==> src/rtl/ifetch_pkg.sv <==
// ifetch_pkg: shared types and constants for the instruction-fetch stage.
//
// Contents:
//   FAULT_NONE / FAULT_MISALIGN / FAULT_RANGE  2-bit fault codes
//   DEFAULT_RESET_PC                           PC loaded on reset unless overridden
//   WORD_BYTES                                 fetch step in bytes
//   fetch_entry_t                              {pc, instr} pair buffered toward decode

package ifetch_pkg;

    localparam logic [1:0] FAULT_NONE     = 2'd0;
    localparam logic [1:0] FAULT_MISALIGN = 2'd1;
    localparam logic [1:0] FAULT_RANGE    = 2'd2;

    localparam logic [31:0] DEFAULT_RESET_PC = 32'h0000_0000;
    localparam logic [31:0] WORD_BYTES       = 32'd4;

    typedef struct packed {
        logic [31:0] pc;
        logic [31:0] instr;
    } fetch_entry_t;

endpackage

==> src/rtl/ifetch_fifo.sv <==
// ifetch_fifo: DEPTH-entry synchronous FIFO of fetch entries.
//
// Ports:
//   clk    in   core clock, rising edge
//   rst_n  in   asynchronous active-low reset; empties the FIFO and zeroes storage
//   push   in   write wdata at the tail (caller guarantees space, or a pop in the same cycle)
//   pop    in   advance the head (caller guarantees the FIFO is not empty)
//   flush  in   empty the FIFO; overrides push and pop
//   wdata  in   entry to write
//   rdata  out  entry at the head (meaningful only while count != 0)
//   count  out  number of valid entries, 0..DEPTH
//
// DEPTH must be a power of two >= 2 so the pointers wrap by natural overflow.

import ifetch_pkg::*;

module ifetch_fifo #(
    parameter int unsigned DEPTH = 2,
    localparam int unsigned AW   = $clog2(DEPTH)
) (
    input  logic         clk,
    input  logic         rst_n,
    input  logic         push,
    input  logic         pop,
    input  logic         flush,
    input  fetch_entry_t wdata,
    output fetch_entry_t rdata,
    output logic [AW:0]  count
);

    fetch_entry_t  mem_q [DEPTH];
    logic [AW-1:0] head_q;
    logic [AW-1:0] tail_q;
    logic [AW:0]   count_q;

    always_ff @(posedge clk or negedge rst_n) begin
        if (!rst_n) begin
            for (int unsigned i = 0; i < DEPTH; i++) begin
                mem_q[i] <= '0;
            end
            head_q  <= '0;
            tail_q  <= '0;
            count_q <= '0;
        end else if (flush) begin
            head_q  <= '0;
            tail_q  <= '0;
            count_q <= '0;
        end else begin
            if (push) begin
                mem_q[tail_q] <= wdata;
                tail_q        <= tail_q + 1'b1;
            end
            if (pop) begin
                head_q <= head_q + 1'b1;
            end
            case ({push, pop})
                2'b10:   count_q <= count_q + 1'b1;
                2'b01:   count_q <= count_q - 1'b1;
                default: count_q <= count_q;
            endcase
        end
    end

    assign rdata = mem_q[head_q];
    assign count = count_q;

endmodule

==> src/rtl/ifetch_stage.sv <==
// ifetch_stage: instruction-fetch stage. Owns the PC, addresses the combinational
// instruction memory and buffers {pc, word} pairs toward decode with valid/ready.
//
// Ports:
//   clk             in   core clock, rising edge
//   rst_n           in   asynchronous active-low reset
//   imem_addr       out  byte address to instruction memory (the PC register)
//   imem_rdata      in   word returned combinationally for imem_addr
//   redirect_valid  in   branch/JAL taken this cycle; flushes the FIFO, highest priority
//   redirect_pc     in   redirect target
//   out_valid       out  FIFO head valid toward decode (forced low during a redirect)
//   out_ready       in   decode accepts the head
//   out_instr       out  head instruction word
//   out_pc          out  head PC
//   fault           out  sticky fetch fault
//   fault_code      out  FAULT_NONE / FAULT_MISALIGN / FAULT_RANGE
//   fault_pc        out  offending address
//   halted          out  sticky halt on a fetched zero word
//
// Optional feature macro FETCH_HALT_EN: when defined, a fetched all-zero word is not
// pushed and sets halted; fetching stops and the FIFO drains. When undefined, zero
// words are ordinary instructions and halted is tied 0.

import ifetch_pkg::*;

module ifetch_stage #(
    parameter logic [31:0] RESET_PC   = DEFAULT_RESET_PC,
    parameter int unsigned IMEM_BYTES = 1048576,
    parameter int unsigned DEPTH      = 2
) (
    input  logic        clk,
    input  logic        rst_n,
    output logic [31:0] imem_addr,
    input  logic [31:0] imem_rdata,
    input  logic        redirect_valid,
    input  logic [31:0] redirect_pc,
    output logic        out_valid,
    input  logic        out_ready,
    output logic [31:0] out_instr,
    output logic [31:0] out_pc,
    output logic        fault,
    output logic [1:0]  fault_code,
    output logic [31:0] fault_pc,
    output logic        halted
);

    localparam int unsigned CW        = $clog2(DEPTH) + 1;
    localparam logic [CW-1:0] FULL_CNT = CW'(DEPTH);
    // Highest word-aligned address that may be fetched.
    localparam logic [31:0] PC_LAST   = 32'(IMEM_BYTES - 4);

    logic [31:0]   pc_q, pc_d;
    logic          fault_q, fault_d;
    logic [1:0]    fault_code_q, fault_code_d;
    logic [31:0]   fault_pc_q, fault_pc_d;

    logic [CW-1:0] count;
    fetch_entry_t  head;
    fetch_entry_t  tail_entry;

    logic          pop;
    logic          push;
    logic          pc_legal;
    logic          has_space;
    logic          fetch_try;
    logic          range_hit;
    logic          halt_state;
    logic          halt_hit;

    // ------------------------------------------------------------------
    // Fetch decision
    // ------------------------------------------------------------------
    assign pc_legal  = (pc_q <= PC_LAST);
    assign has_space = (count < FULL_CNT) | pop;
    // A fetch is considered only when nothing upstream blocks it this cycle.
    assign fetch_try = !redirect_valid && !fault_q && !halt_state;
    assign range_hit = fetch_try && !pc_legal;

`ifdef FETCH_HALT_EN
    logic halted_q;

    assign halt_hit   = fetch_try && pc_legal && has_space && (imem_rdata == 32'h0000_0000);
    assign halt_state = halted_q;

    always_ff @(posedge clk or negedge rst_n) begin
        if (!rst_n) begin
            halted_q <= 1'b0;
        end else if (halt_hit) begin
            halted_q <= 1'b1;
        end
    end

    assign halted = halted_q;
`else
    assign halt_hit   = 1'b0;
    assign halt_state = 1'b0;
    assign halted     = 1'b0;
`endif

    assign out_valid = (count != '0) && !redirect_valid;
    assign pop       = out_valid && out_ready;
    assign push      = fetch_try && pc_legal && has_space && !halt_hit;

    // ------------------------------------------------------------------
    // PC and fault next state
    // ------------------------------------------------------------------
    always_comb begin
        pc_d         = pc_q;
        fault_d      = fault_q;
        fault_code_d = fault_code_q;
        fault_pc_d   = fault_pc_q;

        if (redirect_valid) begin
            if (redirect_pc[1:0] == 2'b00) begin
                pc_d = redirect_pc;
            end else if (!fault_q) begin
                // The first fault is the one reported; later ones leave it intact.
                fault_d      = 1'b1;
                fault_code_d = FAULT_MISALIGN;
                fault_pc_d   = redirect_pc;
            end
        end else if (range_hit) begin
            fault_d      = 1'b1;
            fault_code_d = FAULT_RANGE;
            fault_pc_d   = pc_q;
        end else if (push) begin
            pc_d = pc_q + WORD_BYTES;
        end
    end

    always_ff @(posedge clk or negedge rst_n) begin
        if (!rst_n) begin
            pc_q         <= RESET_PC;
            fault_q      <= 1'b0;
            fault_code_q <= FAULT_NONE;
            fault_pc_q   <= '0;
        end else begin
            pc_q         <= pc_d;
            fault_q      <= fault_d;
            fault_code_q <= fault_code_d;
            fault_pc_q   <= fault_pc_d;
        end
    end

    // ------------------------------------------------------------------
    // Fetch FIFO
    // ------------------------------------------------------------------
    assign tail_entry = '{pc: pc_q, instr: imem_rdata};

    ifetch_fifo #(
        .DEPTH (DEPTH)
    ) u_fifo (
        .clk   (clk),
        .rst_n (rst_n),
        .push  (push),
        .pop   (pop),
        .flush (redirect_valid),
        .wdata (tail_entry),
        .rdata (head),
        .count (count)
    );

    assign imem_addr  = pc_q;
    assign out_instr  = head.instr;
    assign out_pc     = head.pc;
    assign fault      = fault_q;
    assign fault_code = fault_code_q;
    assign fault_pc   = fault_pc_q;

endmodule

==> config.mk <==
export PLATFORM = sky130hd
export DESIGN_NAME = ifetch_stage
export DESIGN_NICKNAME = d
export VERILOG_FILES = /design/src/rtl/ifetch_pkg.sv /design/src/rtl/ifetch_fifo.sv /design/src/rtl/ifetch_stage.sv
export SDC_FILE = /design/constraint.sdc
export NUM_CORES = 1
export LEC_CHECK = 0
export ABC_AREA = 1
export CORE_ASPECT_RATIO = 0.7
export CORE_UTILIZATION = 53
export DETAILED_ROUTE_END_ITERATION = 6
export HOLD_SLACK_MARGIN = 0.05
export PLACE_DENSITY = 0.85
export SYNTH_ARGS = -nofsm -noshare
export SYNTH_HDL_FRONTEND = slang
export SYNTH_SLANG_ARGS = --single-unit
export TNS_END_PERCENT = 10
==> constraint.sdc <==
create_clock -name clk -period 5.7 [get_ports clk]
set_input_delay 1.14 -clock clk [delete_from_list [all_inputs] [get_ports clk]]
set_output_delay 1.14 -clock clk [all_outputs]
set_load 0.005 [all_outputs]
==> flow_summary.json <==
{
  "status": "finished, final reports clean",
  "yosysWarnings": 0,
  "period_share_pct": 68.44,
  "cp_max_fo": 88,
  "cts_buffer_depth": 2,
  "wl_per_cell_um": 15.59,
  "synth_top_family_by_area": "simple AND/OR/NAND/NOR gates",
  "timing.rr.end": "u_fifo.mem_q[64]",
  "crit_end": "out_instr[30]",
  "grt_pass1_vias": 8233,
  "clock_latency_ns": 0.45,
  "worst-slew-pin-transition_ns": 1.116,
  "diodes": 0,
  "crit_path_start_kind": "register",
  "yosys.cell_types.count": 37,
  "track_usage_pct": 28.15,
  "post-dp-hpwl_um": 17110,
  "cp_slowest_cell": "dfrtp_4",
  "rows": 41,
  "cts-root-buf": "clkbuf_16",
  "cp.required_ns": 4.56,
  "power_density_nw_per_um2": 288.4,
  "cts_setup_buffers": 0,
  "yosys.area_share.adder_pct": 0.1286,
  "placed_cells": 1615,
  "final_max_slew_viol_count": 0,
  "ctsHoldBuffers": 0,
  "drt_iter0_markers": 916,
  "fin_crit_ns": 3.901,
  "p_leak_nw": 6.110,
  "syn_area_per_cell_um2": 7.875,
  "mostFrequentLayoutCells": "345 x nand2_1, 198 x dfrtp_1, 197 x clkdlybuf4s50_1",
  "htreeDepth": 4,
  "crit_start": "u_fifo.head_q",
  "drt_wl_total_um": 25680,
  "fin_skew_ns": 0.01391,
  "r2r_setup_slack_ns": 2.78,
  "maxCapViolCount": 0,
  "synth_xor_area_share_pct": 0.5399,
  "slew_headroom_pct": 25.34,
  "syn_inst": 1236,
  "syn-cell-area_um2": 9733,
  "vdd_drop_max_mv": 0.1869,
  "postRouteAntennaNets": 0,
  "synth_compound_area_share_pct": 13.24,
  "hold_viol": 0,
  "die-area_um2": 18920,
  "cts_tree": "done",
  "core_area_um2": 18010,
  "critPathMaxStageDelay_ns": 1.06,
  "r2r-start": "imem_addr[2]",
  "io_pins": 201,
  "fin_cells": 1647,
  "initial_core_util_pct": 54.05,
  "critical_path_class": "reg2out",
  "ys_ff_latch": 199,
  "synth_seq_area_share_pct": 51.16,
  "fmax_ghz": 0.2563,
  "grt_pass1_wl_um": 41400,
  "via_count": 8784,
  "drc": 0,
  "muxShareOfSynthArea_pct": 1.388,
  "cts.sinks": 199,
  "mappedNetlistNets": 1305,
  "port_buffers": 199,
  "r2r_cells": 12,
  "synth_flop_cell": "dfrtp_1",
  "synthArstFlopShare_pct": 100.0,
  "drive_above_1_share_pct": 7.087,
  "die_h_um": 115.4,
  "fin_tns_setup_ns": 0,
  "synth-edff-count": 0,
  "antenna_found_initial": 0,
  "via_per_inst": 5.333,
  "dieWidth_um": 164.0,
  "yosys.area_share.simple_pct": 23.59,
  "setup_viol": 0,
  "cp-end-kind": "output port",
  "gr-total-overflow": 0,
  "gp_congestion": 0.9204,
  "clk_pin_slew_ns": 0.08,
  "ctsResizeCount": 0,
  "path_cells": "buf_4, nor2_1, a21oi_1, clkdlybuf4s50_1",
  "hp-class": "reg2reg",
  "numCtsBuffers": 17,
  "mostFrequentLayoutCell": "nand2_1",
  "grt_setup_unrepaired": "no",
  "grt_max_degree": 114,
  "worstPathArrival_ns": 2.76,
  "dr.pass1.iters": 5,
  "area_delta_synth_final_pct": 26.69,
  "nets": 1467
}
==> synth_stat cells (12+ instances only) <==
master | instances | share of area (%)
a21oi_1 | 86 | 4.4
nand2_2 | 14 | 0.90
mux2_2 | 12 | 1.4
nand3_1 | 42 | 2.2
o21ai_0 | 93 | 4.8
nand2_1 | 345 | 13
buf_2 | 20 | 1.0
o21a_1 | 23 | 1.8
inv_1 | 153 | 5.9
clkbuf_1 | 23 | 0.89
nor2_1 | 128 | 4.9
dfrtp_1 | 199 | 51
o21ai_1 | 12 | 0.62
==> worst min path at each step <==
stage / slack (ns) / from / to / depth (start not counted)
after floorplan: 0.43 / u_fifo.mem_q[52] / u_fifo.mem_q[52] / 2
after global placement: 0.44 / u_fifo.mem_q[63] / u_fifo.mem_q[63] / 2
after detailed placement: 0.45 / u_fifo.mem_q[54] / u_fifo.mem_q[54] / 2
after CTS: 0.47 / u_fifo.mem_q[63] / u_fifo.mem_q[63] / 2
after global routing: 0.50 / u_fifo.mem_q[63] / u_fifo.mem_q[63] / 2
final: 0.47 / u_fifo.mem_q[63] / u_fifo.mem_q[63] / 2
==> metrics by stage <==
step                instance area [µm²]  setup slack (ns)  util (%)  hold slack [ns]  power (mW)
finish                            12330             1.799     68.48           0.4664       3.556
global route                      12330             1.611     68.48           0.4964       3.717
CTS                               12330             1.808     68.48           0.4678       3.560
detailed placement                11750             1.732     65.26           0.4465       2.359
global placement                  11750             1.859     65.26           0.4430       2.336
floorplan                          9733             3.117         -           0.4307       1.958
==> cells by family (layout without fill, tap and decap cells) <==
group | Yosys count | after routing
and+or+nand+nor | 555 | 555
AOI/OAI and AO/OA | 234 | 234
buffers and inverters | 228 | 403
DFF | 199 | 199
muxes | 12 | 12
xor gates and xnor gates | 6 | 6
adders and majority gates | 1 | 1
other | 1 | 1
==> routing by layer <==
layer / up-vias / wire length [µm] / part of all wire, % / track usage (%)
met1: 4171 / 11700 / 46 / 40.37
li1: 4177 / - / - / -
met2: 398 / 11500 / 45 / 42.91
met4: 0 / 413 / 1.6 / 7.901
met3: 38 / 2066 / 8.0 / 6.602
met5: - / 0 / 0 / 0
==> power breakdown <==
| group | switching [mW] | internal (mW) | leakage [nW] | total, mW |
|---|---|---|---|---|
| sequential | 0.129 | 1.52 | 2.40 | 1.65 |
| clock | 0.584 | 0.629 | 0.275 | 1.21 |
| combinational | 0.338 | 0.354 | 3.44 | 0.692 |
| total | 1.05 | 2.51 | 6.11 | 3.56 |
==> final cells by class <==
| cell class | count | area (µm²) |
|---|---|---|
| multi-input cells | 809 | 3805 |
| flip-flops and latches | 199 | 4984 |
| inverters | 164 | 616.8 |
| well taps | 236 | 295.3 |
| repair buffers | 207 | 2051 |
| fillers | 1410 | 5675 |
| clock buffers | 19 | 442.9 |
| clock inverters | 13 | 136.4 |
==> state kept, by name, indices dropped and copies added, names as in the netlist <==
| signal | flops |
|---|---|
| fault | 1 |
| u_fifo.mem_q | 128 |
| imem_addr | 32 |
| fault_pc | 32 |
| u_fifo.tail_q | 1 |
| fault_code | 2 |
| u_fifo.head_q | 1 |
| u_fifo.count | 2 |
==> critical path: cells and delay by family, from the launching register on <==
family / cells / cell delay (ns)
AOI/OAI and AO/OA: 1 / 0.16
buffers and inverters: 2 / 0.99
DFF: 1 / 1.06
and+or+nand+nor: 1 / 0.09
Note: power is estimated with default switching activity, not from simulation.
